### src/rtl/dep_clk_edge_monitor.sv
`default_nettype none
// ============================================================================
// Module   : dep_clk_edge_monitor
// Brief    : Samples a dependent clock in the clk domain and detects its edges.
//            It counts the edges and checks that consecutive edges are exactly
//            PERIOD cycles apart. It flags completion after TARGET edges. It
//            raises sticky errors on a spacing violation or on a stalled
//            dependent clock.
// Revision : 1.0 - initial release
// ============================================================================
module dep_clk_edge_monitor #(
   parameter int CNT_W   = 8,
   parameter int TARGET  = 20,
   parameter int PERIOD  = 1,
   parameter int TIMEOUT = 16
) (
   input  logic             clk,
   input  logic             rst,
   input  logic             en,
   input  logic             dep_clk,
   output logic             edge_valid,
   output logic             edge_rise,
   output logic [CNT_W-1:0] edge_count,
   output logic             gap_err,
   output logic             stall_err,
   output logic             done,
   output logic             busy
);

   // State encoding. DONE and FAIL are terminal until en drops or rst.
   localparam logic [2:0] c_IDLE = 3'd0;
   localparam logic [2:0] c_ARM  = 3'd1;
   localparam logic [2:0] c_RUN  = 3'd2;
   localparam logic [2:0] c_DONE = 3'd3;
   localparam logic [2:0] c_FAIL = 3'd4;

   localparam logic [CNT_W-1:0] c_ZERO    = '0;
   localparam logic [CNT_W-1:0] c_ONE     = CNT_W'(1);
   localparam logic [CNT_W-1:0] c_TARGET  = CNT_W'(TARGET);
   localparam logic [CNT_W-1:0] c_PERIOD  = CNT_W'(PERIOD);
   localparam logic [CNT_W-1:0] c_TIMEOUT = CNT_W'(TIMEOUT);
   localparam logic [CNT_W-1:0] c_ALL1    = '1;

   // Registered state.
   logic [2:0]       r_state;
   logic             r_prev;
   logic [CNT_W-1:0] r_gap;
   logic             r_edge_valid;
   logic             r_edge_rise;
   logic [CNT_W-1:0] r_edge_count;
   logic             r_gap_err;
   logic             r_stall_err;
   logic             r_done;
   logic             r_busy;

   // Next-state values.
   logic [2:0]       w_state_nxt;
   logic             w_prev_nxt;
   logic [CNT_W-1:0] w_gap_nxt;
   logic             w_edge_valid_nxt;
   logic             w_edge_rise_nxt;
   logic [CNT_W-1:0] w_edge_count_nxt;
   logic             w_gap_err_nxt;
   logic             w_stall_err_nxt;
   logic             w_done_nxt;
   logic             w_busy_nxt;

   // Shared decode.
   logic             w_edge;
   logic [CNT_W-1:0] w_gap_inc;
   logic             w_stall;
   logic             w_gap_ok;
   logic [CNT_W-1:0] w_cnt_inc;
   logic             w_cnt_hit;

   // Edges are only meaningful once armed. In IDLE, prev is (re)loaded, so
   // a toggle coinciding with arming is absorbed and never counted.
   assign w_edge    = (dep_clk != r_prev) && (r_state != c_IDLE);
   // Gap counter saturates so a long wait can never wrap back to PERIOD.
   assign w_gap_inc = (r_gap == c_ALL1) ? r_gap : (r_gap + c_ONE);
   // A stall is declared when the incremented gap reaches TIMEOUT.
   assign w_stall   = (w_gap_inc == c_TIMEOUT);
   assign w_gap_ok  = (r_gap == c_PERIOD);
   assign w_cnt_inc = r_edge_count + c_ONE;
   assign w_cnt_hit = (w_cnt_inc == c_TARGET);

   // State register.
   always_ff @(posedge clk) begin
      if (rst) begin
         r_state <= c_IDLE;
      end else begin
         r_state <= w_state_nxt;
      end
   end

   // Next-state logic. Dropping en wins over everything except reset.
   // An edge takes priority over a same-cycle stall. A bad edge takes
   // priority over reaching TARGET.
   always_comb begin
      w_state_nxt = r_state;
      if (!en) begin
         w_state_nxt = c_IDLE;
      end else begin
         case (r_state)
            c_IDLE: w_state_nxt = c_ARM;
            c_ARM: begin
               if (w_edge) begin
                  w_state_nxt = (c_TARGET == c_ONE) ? c_DONE : c_RUN;
               end else if (w_stall) begin
                  w_state_nxt = c_FAIL;
               end
            end
            c_RUN: begin
               if (w_edge) begin
                  if (!w_gap_ok) begin
                     w_state_nxt = c_FAIL;
                  end else if (w_cnt_hit) begin
                     w_state_nxt = c_DONE;
                  end
               end else if (w_stall) begin
                  w_state_nxt = c_FAIL;
               end
            end
            c_DONE:  w_state_nxt = c_DONE;
            c_FAIL:  w_state_nxt = c_FAIL;
            default: w_state_nxt = c_IDLE;
         endcase
      end
   end

   // Datapath and flag next values. Every output is registered from these.
   always_comb begin
      w_prev_nxt       = en ? dep_clk : r_prev;
      w_gap_nxt        = r_gap;
      w_edge_count_nxt = r_edge_count;
      w_gap_err_nxt    = r_gap_err;
      w_stall_err_nxt  = r_stall_err;
      w_done_nxt       = r_done;
      w_edge_valid_nxt = 1'b0;
      w_edge_rise_nxt  = 1'b0;
      w_busy_nxt       = (w_state_nxt == c_ARM) || (w_state_nxt == c_RUN);
      if (en) begin
         // Edge pulses continue in the terminal states.
         w_edge_valid_nxt = w_edge;
         w_edge_rise_nxt  = w_edge & dep_clk;
         case (r_state)
            c_IDLE: begin
               w_gap_nxt        = c_ZERO;
               w_edge_count_nxt = c_ZERO;
               w_gap_err_nxt    = 1'b0;
               w_stall_err_nxt  = 1'b0;
               w_done_nxt       = 1'b0;
            end
            c_ARM: begin
               if (w_edge) begin
                  // The first edge has no reference, so it is not gap-checked.
                  w_edge_count_nxt = c_ONE;
                  w_gap_nxt        = c_ONE;
                  if (c_TARGET == c_ONE) begin
                     w_done_nxt = 1'b1;
                  end
               end else begin
                  w_gap_nxt = w_gap_inc;
                  if (w_stall) begin
                     w_stall_err_nxt = 1'b1;
                  end
               end
            end
            c_RUN: begin
               if (w_edge) begin
                  w_gap_nxt = c_ONE;
                  if (!w_gap_ok) begin
                     w_gap_err_nxt = 1'b1;
                  end else begin
                     w_edge_count_nxt = w_cnt_inc;
                     if (w_cnt_hit) begin
                        w_done_nxt = 1'b1;
                     end
                  end
               end else begin
                  w_gap_nxt = w_gap_inc;
                  if (w_stall) begin
                     w_stall_err_nxt = 1'b1;
                  end
               end
            end
            default: begin
               // DONE / FAIL: counters and flags frozen.
            end
         endcase
      end
   end

   // Datapath registers. Reset returns every output to zero.
   always_ff @(posedge clk) begin
      if (rst) begin
         r_prev       <= 1'b0;
         r_gap        <= c_ZERO;
         r_edge_valid <= 1'b0;
         r_edge_rise  <= 1'b0;
         r_edge_count <= c_ZERO;
         r_gap_err    <= 1'b0;
         r_stall_err  <= 1'b0;
         r_done       <= 1'b0;
         r_busy       <= 1'b0;
      end else begin
         r_prev       <= w_prev_nxt;
         r_gap        <= w_gap_nxt;
         r_edge_valid <= w_edge_valid_nxt;
         r_edge_rise  <= w_edge_rise_nxt;
         r_edge_count <= w_edge_count_nxt;
         r_gap_err    <= w_gap_err_nxt;
         r_stall_err  <= w_stall_err_nxt;
         r_done       <= w_done_nxt;
         r_busy       <= w_busy_nxt;
      end
   end

   assign edge_valid = r_edge_valid;
   assign edge_rise  = r_edge_rise;
   assign edge_count = r_edge_count;
   assign gap_err    = r_gap_err;
   assign stall_err  = r_stall_err;
   assign done       = r_done;
   assign busy       = r_busy;

endmodule
`default_nettype wire

### config.mk
export PLATFORM = sky130hd
export DESIGN_NAME = dep_clk_edge_monitor
export DESIGN_NICKNAME = d
export VERILOG_FILES = /design/src/rtl/dep_clk_edge_monitor.sv
export SDC_FILE = /design/constraint.sdc
export NUM_CORES = 1
export LEC_CHECK = 0
export ABC_AREA = 1
export CAP_MARGIN = 20
export CORE_UTILIZATION = 45
export CTS_CLUSTER_SIZE = 40
export DETAILED_ROUTE_END_ITERATION = 12
export GPL_ROUTABILITY_DRIVEN = 0
export PLACE_DENSITY = 0.65
export SYNTH_ARGS = -nofsm -noshare
export SYNTH_HDL_FRONTEND = slang
export SYNTH_SLANG_ARGS = --single-unit
export TNS_END_PERCENT = 1
### constraint.sdc
create_clock -name clk -period 2.4 [get_ports clk]
set_input_delay 0.36 -clock clk [delete_from_list [all_inputs] [get_ports clk]]
set_output_delay 0.36 -clock clk [all_outputs]
set_load 0.005 [all_outputs]
==> out/metrics.cfg <==
[synth]
syn_area_um2=1613
async_reset_ff_share_pct=0
synthMostInstantiatedCell=nand2_1
synth-main-ff-cell=dfxtp_1
ys_warn_count=0
synth_top_area_cell=dfxtp_1
yosys.cell_types.count=32
syn_inst=254
syn_avg_cell_area_um2=6.350
synth_fp_nets=261
synth-edff-count=0
ys_seq_area_share_pct=32.27
synth_top_area_share_pct=32.27
ys_seq_elements=26
synth_top_cells_by_count=nand2_1 (70), nor2_1 (35), inv_1 (30)
netlist_top_cells_area=dfxtp_1 (32%), nand2_1 (16%), nor2_1 (8.1%)

[route]
viasPerCell=4.956
first_pass_iters=4
vias=1591
ant_nets=0
drt_iter0_drc=68
routed_wl_mm=3.616
drc=0
drt-wirelength-per-cell_um=11.26

[sta]
timing.hold.ws_ns=0.4579
slew_violations=0
period_needed_ns=1.958
setup-tns-final_ns=0
setup_violations=0
tightest_slew_ns=0.4272
post-route-period-util_pct=81.60
max_slew_margin_pct=71.42
final.setup_skew_ns=0.006404
finalHoldViolCount=0
fmax_mhz=510.6
rsz0062_at_grt=false

[place]
dp_hpwl_mm=2.797
port_buffers=17
placed_area_um2=1853
place_inst=317

[floorplanning]
floorplan.initialDensity_pct=47.58
rows=21
coreArea_um2=3390
fp.dieW_um=61.87
io_pins=18
dieArea_um2=3827
die_h_um=61.87

[cells_and_area]
layoutNonFillerInstCount=321
area_growth_syn_to_layout_pct=17.14
num_antenna_cells=0
stdcell_area_um2=1889
final_layout_size_suffix_gt1_share_pct=8.364
fill_cells=335
final_nets=283

[clock_tree]
numCtsBuffers=3
cts_root_buf=clkbuf_4
cts_sinks=26
cts_tree=built
clock_path_buffers=2
cts_hold_buf=0
path_clk_slew_ns=0.14
clk_latency_ns=0.32
post_cts_resized=0
cts_setup_buffers=0
htree_levels=1

[pwr]
total_power_mw=0.7597
p_leak_nw=0.8120
peakVddDrop_mv=0.2269
pwr_density_cell_nw_per_um2=402.1

[worst_setup_path]
endpoint_kind=flip-flop
cp-start-kind=flip-flop
crit_arrival_ns=2.24
crit_path_top_delay_cell=dfxtp_1
max_stage_delay_ns=0.37
critical_path.cell_chain=ha_1, nand3_2, inv_2, nand2_2, nand2_1, nand3_1, nor2_2, nand2_1, nand2_1, nand3_1, nand2_1, inv_1, nand2_1, nand2_1, nor2_1
crit_top_cell=nand2_1
cp_max_fo=9
crit_type=reg -> reg
critPathRequiredTime_ns=2.68

[grt]
grt_max_degree=15
grt_use_total_pct=21.34
first_global_vias=1356
grt_pass1_wl_mm=6.051
antenna_found_initial=0
overflow=0

[run]
maxCapViolations=0

[run_status]
status=finished, final reports clean

[hold_path]
hp-class=reg -> reg

==> logic make-up after synthesis <==
kind of cell / Yosys count / synth area share (%)
compound gates: 35 / 12.88
buf+inv: 38 / 9.232
simple gates: 148 / 41.12
xor+xnor: 4 / 2.173
flops: 26 / 32.27
fa+ha+maj: 3 / 2.328
==> state kept, by name, summed over array words and instances (netlist names) <==
signal / flops
busy: 1
done: 1
edge_count: 8
edge_rise: 1
edge_valid: 1
gap_err: 1
r_gap: 8
r_prev: 1
r_state: 3
stall_err: 1
==> cells in the final DEF (no fill, tap or decap), drive strengths merged, types with 3 or more instances in the layout <==
master         Yosys  final
a21oi             21     21
buf                2      5
clkbuf             3      4
clkdlybuf4s50      0     17
dfxtp             26     26
ha                 3      3
inv               33     33
nand2             72     72
nand3             23     23
nand4              7      7
nor2              38     38
nor3               4      4
o21ai              8      8
==> worst max-delay path: cells and delay by family (launching register included) <==
family                     cells  cell delay (ns)
DFF                            1             0.37
adders and majority gates      1             0.30
and+or+nand+nor               12             1.10
buffers and inverters          2             0.15
==> final cells by class <==
class                      count  area (um2)  share of cell area, %
inverter                      33       123.9                  6.556
clock buffer                   4       36.28                  1.921
tap                           46       57.56                  3.046
sequential                    26       520.5                  27.55
timing repair buffer          22       207.7                  10.99
multi-input combinational    190       943.4                  49.93
==> routing by layer <==
layer  global-route usage [%]  vias up  share of wire, %
li1                         -      857                 -
met1                    31.61      692                52
met2                    30.88       36                42
met3                    3.934        6               4.3
met4                    7.302        0               1.5
met5                        0        -                 0
==> worst paths after layout <==
path / from / end / slack, ns / depth (start not counted)
max: r_gap[0] / busy / 0.44 / 15
min: stall_err / stall_err / 0.46 / 2
max reg2reg: r_gap[0] / busy / 0.44 / 15
min reg2reg: stall_err / stall_err / 0.46 / 2
==> report_power, final <==
group / internal [mW] / switching, mW / total [mW] / leakage (nW)
Combinational: 0.0347 / 0.0537 / 0.0883 / 0.580
Clock: 0.0928 / 0.132 / 0.225 / 0.0210
Sequential: 0.440 / 0.00595 / 0.446 / 0.211
Total: 0.568 / 0.192 / 0.760 / 0.812
==> stage by stage <==
step | utilization (%) | setup WS [ns]
4_1_cts | 55.74 | 0.4483
2_1_floorplan | - | 0.6691
3_3_place_gp | 54.67 | 0.2106
6_report | 55.74 | 0.4415
3_5_place_dp | 54.67 | 0.1748
5_1_grt | 55.74 | 0.1382
Power figures use the tool's default switching activity.
==> edit 1: new RTL, config.mk and constraints unchanged <==
`CNT_W`: 8 -> 9.
--- a/src/rtl/dep_clk_edge_monitor.sv
+++ b/src/rtl/dep_clk_edge_monitor.sv
@@ -9,7 +9,7 @@
 // Revision : 1.0 - initial release
 // ============================================================================
 module dep_clk_edge_monitor #(
-   parameter int CNT_W   = 8,
+   parameter int CNT_W   = 9,
    parameter int TARGET  = 20,
    parameter int PERIOD  = 1,
    parameter int TIMEOUT = 16
Interface: changed (resized edge_count); port bits go from 18 to 19. No check against the original RTL was run, so the function may have changed too.
==> edit 1 against the original RTL <==
Power rose by 25%; sequential cell count rose by 2; wire length is 14% higher; final area is 11% higher; combinational power increased by 7.7%; setup slack worse by 89 ps; area after synthesis is 8.8% higher; critical path type unchanged; synthesized cell count up 13%.
==> edit 1: results (changes against the original RTL) <==
* Worst path slowest cell: dfxtp_1
* H-tree levels at 1 (unchanged)
* Routed wire length at 4.12 mm (+14%)
* Largest fanout on the critical path at 6 (-3)
* Layout cells sized above 1 at 0.0742 (-0.00944)
* Post-Synth XOR/XNOR Area at 0.00999 (-0.0117)
* Crit-path leading delay family: simple AND/OR/NAND/NOR gates
* DR iter-0 viols at 101 (+49%)
* Synth Area in Adders at 0.0285 (+0.00526)
* Syn_nets at 294 (+13%)
* Fin nets at 319 (+13%)
* Clock transition at path regs at 100 ps (-40 ps)
* Outcome: finished clean
* Inserted Diodes at 0 (unchanged)
* Synth top cells by count: 90 x nand2_1, 36 x inv_1, 32 x nor2_1
* Post-synth ARST share at 0 (unchanged)
* Worst path max stage delay at 390 ps (+20 ps)
* Largest net degree at the start of global routing at 23 (+8)
* Via density at 5.00 (+0.82%)
* Final WS setup at 353 ps (-89.0 ps)
* Port-buffer cells at 18 (+1)
* Sequential share of the synthesized area at 0.320 (-0.00319)
* Hold crit path type: register to register
* Overall global routing resource usage at 0.218 (+0.00486)
* Drt pass-1 iters at 5 (+1)
* Clk Tree Root Cell: clkbuf_8
* Clock Path Buffers at 2 (unchanged)
* Postcts setup bufs at 0 (unchanged)
* CTS resizes at 0 (unchanged)
* Post-synthesis mux area share at 0 (unchanged)
* Clock latency on the worst-skew pair at 280 ps (-40 ps)
* Lkg Pwr at 0.892 nW (+9.8%)
* First-pass GRT wire length at 7.18 mm (+19%)
* Total number of yosys warnings at 0 (unchanged)
* Library cells used by synthesis at 27 (-16%)
* Num CTS Buffers at 3 (unchanged)
* Most frequent cell after synthesis: nand2_1
* Primary FF master, synth: dfxtp_1
* Worst VDD drop at 263 uV (+16%)
* Dominant cells by area after synthesis: dfxtp_1 32%, nand2_1 19%, inv_1 7.7%, a21oi_1 7.1%, nand3_1 7.1%
* Detail Placement HPWL at 3.06 mm (+9.5%)
* Synth Area in Compound Gates at 0.115 (-0.0139)
* Slew at the pin closest to its max-slew limit at 453 ps (+25.9 ps)
* Vias in the first global route at 1,590 (+17%)
* Worst-case clock skew at 13.1 ps (+6.71 ps)
* Initial antenna violation count at 0 (unchanged)
* Setup Slack @ Placement at 302 ps (+127 ps)
* Crit path DAT at 2240 ps (about the same)
## edit 1: cell count changes after synthesis, moves of 2 or more
cell,change
nand2_1,+20
inv_1,+6
a21oi_1,+5
nand3_1,+3
nor2_1,-3
a22oi_1,-2
and2_1,-2
dfxtp_1,+2
nor4_1,+2
## edit 1: stage by stage
stage | total power, mW | instance area, um^2 | util | std cells
floorplan | 0.543 | 1750 | - | 286
global placement | 0.583 | 2020 | 0.547 | 354
detailed placement | 0.583 | 2020 | 0.547 | 354
CTS | 0.956 | 2090 | 0.567 | 358
global route | 0.986 | 2090 | 0.567 | 358
finish | 0.948 | 2090 | 0.567 | 358
## edit 1: routing by layer
metal / track usage / part of all wire / up-vias
met3: 0.0370 / 0.037 / 4
met1: 0.305 / 0.51 / 790
li1: - / - / 963
met2: 0.349 / 0.44 / 32
met4: 0.0500 / 0.0083 / 0
met5: 0 / 0 / -
## edit 1: report_power, final
group | switching, mW | internal, mW
Combinational | 0.0570 | 0.0381
Clock | 0.151 | 0.223
Sequential | 0.00566 | 0.473
Total | 0.214 | 0.734
## edit 1: cells by family (layout without fill, tap and decap cells)
kind of cell               count (synthesis)  in the layout
buffers and inverters                     43             67
and+or+nand+nor                          171            171
adders and majority gates                  4              4
xor gates and xnor gates                   2              2
AOI/OAI and AO/OA                         38             38
DFF                                       28             28
## edit 1: area by class of cell
class	count	area, um^2
clock buffers	3	41.3
clock inverters	1	30.0
fillers	377	1600
inverters	39	146
multi-input cells	215	1030
flip-flops and latches	28	561
well taps	48	60.1
repair buffers	24	225
## edit 1: path summary, 6_finish.rpt
kind / depth (start not counted) / start / slack [ps] / to
worst min register to register: 2 / stall_err$_SDFFE_PP0P_ / 460 / stall_err$_SDFFE_PP0P_
worst max register to register: 13 / r_gap[0]$_SDFFE_PP0P_ / 350 / busy$_SDFF_PP0_
worst min-delay path: 2 / stall_err$_SDFFE_PP0P_ / 460 / stall_err$_SDFFE_PP0P_
worst max-delay path: 13 / r_gap[0]$_SDFFE_PP0P_ / 350 / busy$_SDFF_PP0_
## edit 1: worst reg2reg max path, delay by kind of cell, from the launching register on
kind	cells	cell delay (ps)
fa+ha+maj	1	270
flops	1	390
compound gates	1	130
simple gates	10	1120
buf+inv	1	50
==> edit 2: new RTL, same settings <==
Without the edit above. Register the output `edge_count` once more; this adds one clock of latency there. The other outputs are not delayed to match.
--- a/src/rtl/dep_clk_edge_monitor.sv
+++ b/src/rtl/dep_clk_edge_monitor.sv
@@ -218,7 +218,9 @@
 
    assign edge_valid = r_edge_valid;
    assign edge_rise  = r_edge_rise;
-   assign edge_count = r_edge_count;
+   always_ff @(posedge clk) begin
+      edge_count <= r_edge_count;
+   end
    assign gap_err    = r_gap_err;
    assign stall_err  = r_stall_err;
    assign done       = r_done;
Function: changed (a bounded check fails within 4 cycles, from zero or initial values and one cycle with rst high).
==> edit 2 against the original RTL <==
Power rose by 74%; synthesized cell count rose by 7.1%; clock power rose to 2.8 times the old value; final area rose by 16%; largest power group is now the clock network; sequential power up 31%; sequential cell count is 8 higher; setup slack lost 73 ps; critical endpoint unchanged; global-route usage rose by 0.59 points; highest routed layer unchanged; core utilization increased by 2.6 points; combinational power grew 18%; first-iteration DRC count increased by 66%; area after synthesis increased by 13%; wire length rose by 13%.
==> edit 2: results (changes against the original RTL) <==
* Outcome: finished clean
* R2r endpoint: busy$_SDFF_PP0_
* First-pass GRT wire length at 7.24 mm (+20%)
* Worst path max stage delay at 460 ps (+90 ps)
* Layout cells sized above 1 at 0.122 (+0.0380)
* Synth top cells by count: 81 x nand2_1, 35 x nor2_1, 34 x dfxtp_1
* Sequential share of the synthesized area at 0.372 (+0.0491)
* Setup CP Type: register to register
* WHS Endpoint: edge_count[7]$_DFF_P_
* Largest fanout on the critical path at 10 (+1)
* H-tree levels at 2 (+1)
* Clk Tree Root Cell: clkbuf_8
* Largest net degree at the start of global routing at 16 (+1)
* R2R setup slack at 370 ps (-70 ps)
* Library cells used by synthesis at 30 (-6.3%)
* Via density at 5.03 (+1.4%)
* Num CTS Buffers at 5 (+2)
* Clock latency on the worst-skew pair at 290 ps (-30 ps)
* Final hold slack at 385 ps (-73.2 ps)
* Worst VDD drop at 455 uV (+100%)
* Overall global routing resource usage at 0.219 (+0.00589)
* Worst-case clock skew at 6.82 ps (+0.420 ps)
* Met1 Use GR at 0.308 (-0.00787)
* Detail Placement HPWL at 3.15 mm (+13%)
* Dominant cells by area after synthesis: dfxtp_1 37%, nand2_1 17%, nor2_1 7.2%, nand3_1 6.8%, inv_1 4.7%
* Hold path cells at 0 (-2)
* Inserted Diodes at 0 (unchanged)
* Syn_nets at 279 (+6.9%)
* DR iter-0 viols at 113 (+66%)
* Min-delay src: r_edge_count[7]$_SDFFE_PP0P_
* Grt met3 use at 0.0517 (+0.0124)
* CTS resizes at 0 (unchanged)
* Relative slew margins at 0.690 (-0.0243)
* Fin nets at 302 (+6.7%)
* Routed wire length at 4.10 mm (+13%)
* Vias in the first global route at 1,580 (+17%)
* Clock transition at path regs at 80 ps (-60 ps)
* GR Util met2 at 0.330 (+0.0216)
-- edit 2: cell types whose count changed in the layout (fill, tap and decap cells not counted), sizes merged, moves of 3 or more --
cell / change
o21ai: +5
nand2: +18
nand4: -3
a21oi: -4
inv: -4
dfxtp: +8
-- edit 2: worst max-delay path, delay by kind of cell, from the launching register on --
kind | cells | cell delay (ps)
adder cells (fa/ha/maj) | 1 | 260
buffers and inverters | 1 | 30
flip-flops | 1 | 460
AND/OR/NAND/NOR | 13 | 1210
-- edit 2: report_power, final --
group          internal, mW  total, mW  switching (mW)
registers             0.574      0.583         0.00856
clock network         0.416      0.638           0.222
logic                0.0395      0.104          0.0648
total                  1.03       1.33           0.296
-- edit 2: kinds of logic after synthesis --
logic type | count (synthesis) | share of synthesized area
and+or+nand+nor | 165 | 0.420
buffers and inverters | 34 | 0.0724
DFF | 34 | 0.372
AOI/OAI and AO/OA | 33 | 0.101
xor gates and xnor gates | 3 | 0.0144
adders and majority gates | 3 | 0.0205
-- edit 2: per-layer routing --
metal	share of wire	vias up
met2	0.44	30
met3	0.032	4
met4	0.010	0
met5	0	-
li1	-	913
met1	0.51	782
-- edit 2: layout make-up --
type	instances	area, um^2
clock buffer	5	68.8
multi-input combinational	204	1020
inverter	30	113
tap	48	60.1
timing repair buffer	20	193
sequential	34	681
clock inverter	3	68.8
fill	377	1570
-- edit 2: through the flow --
step | utilization | cells | power, mW | instance area, um^2 | setup WS [ps]
after detailed placement | 0.547 | 336 | 0.700 | 2060 | 398
after CTS | 0.584 | 344 | 1.33 | 2200 | 362
final | 0.584 | 344 | 1.33 | 2200 | 369
after global routing | 0.584 | 344 | 1.38 | 2200 | 116
after floorplan | - | 272 | 0.664 | 1830 | 591
after global placement | 0.547 | 336 | 0.700 | 2060 | 468
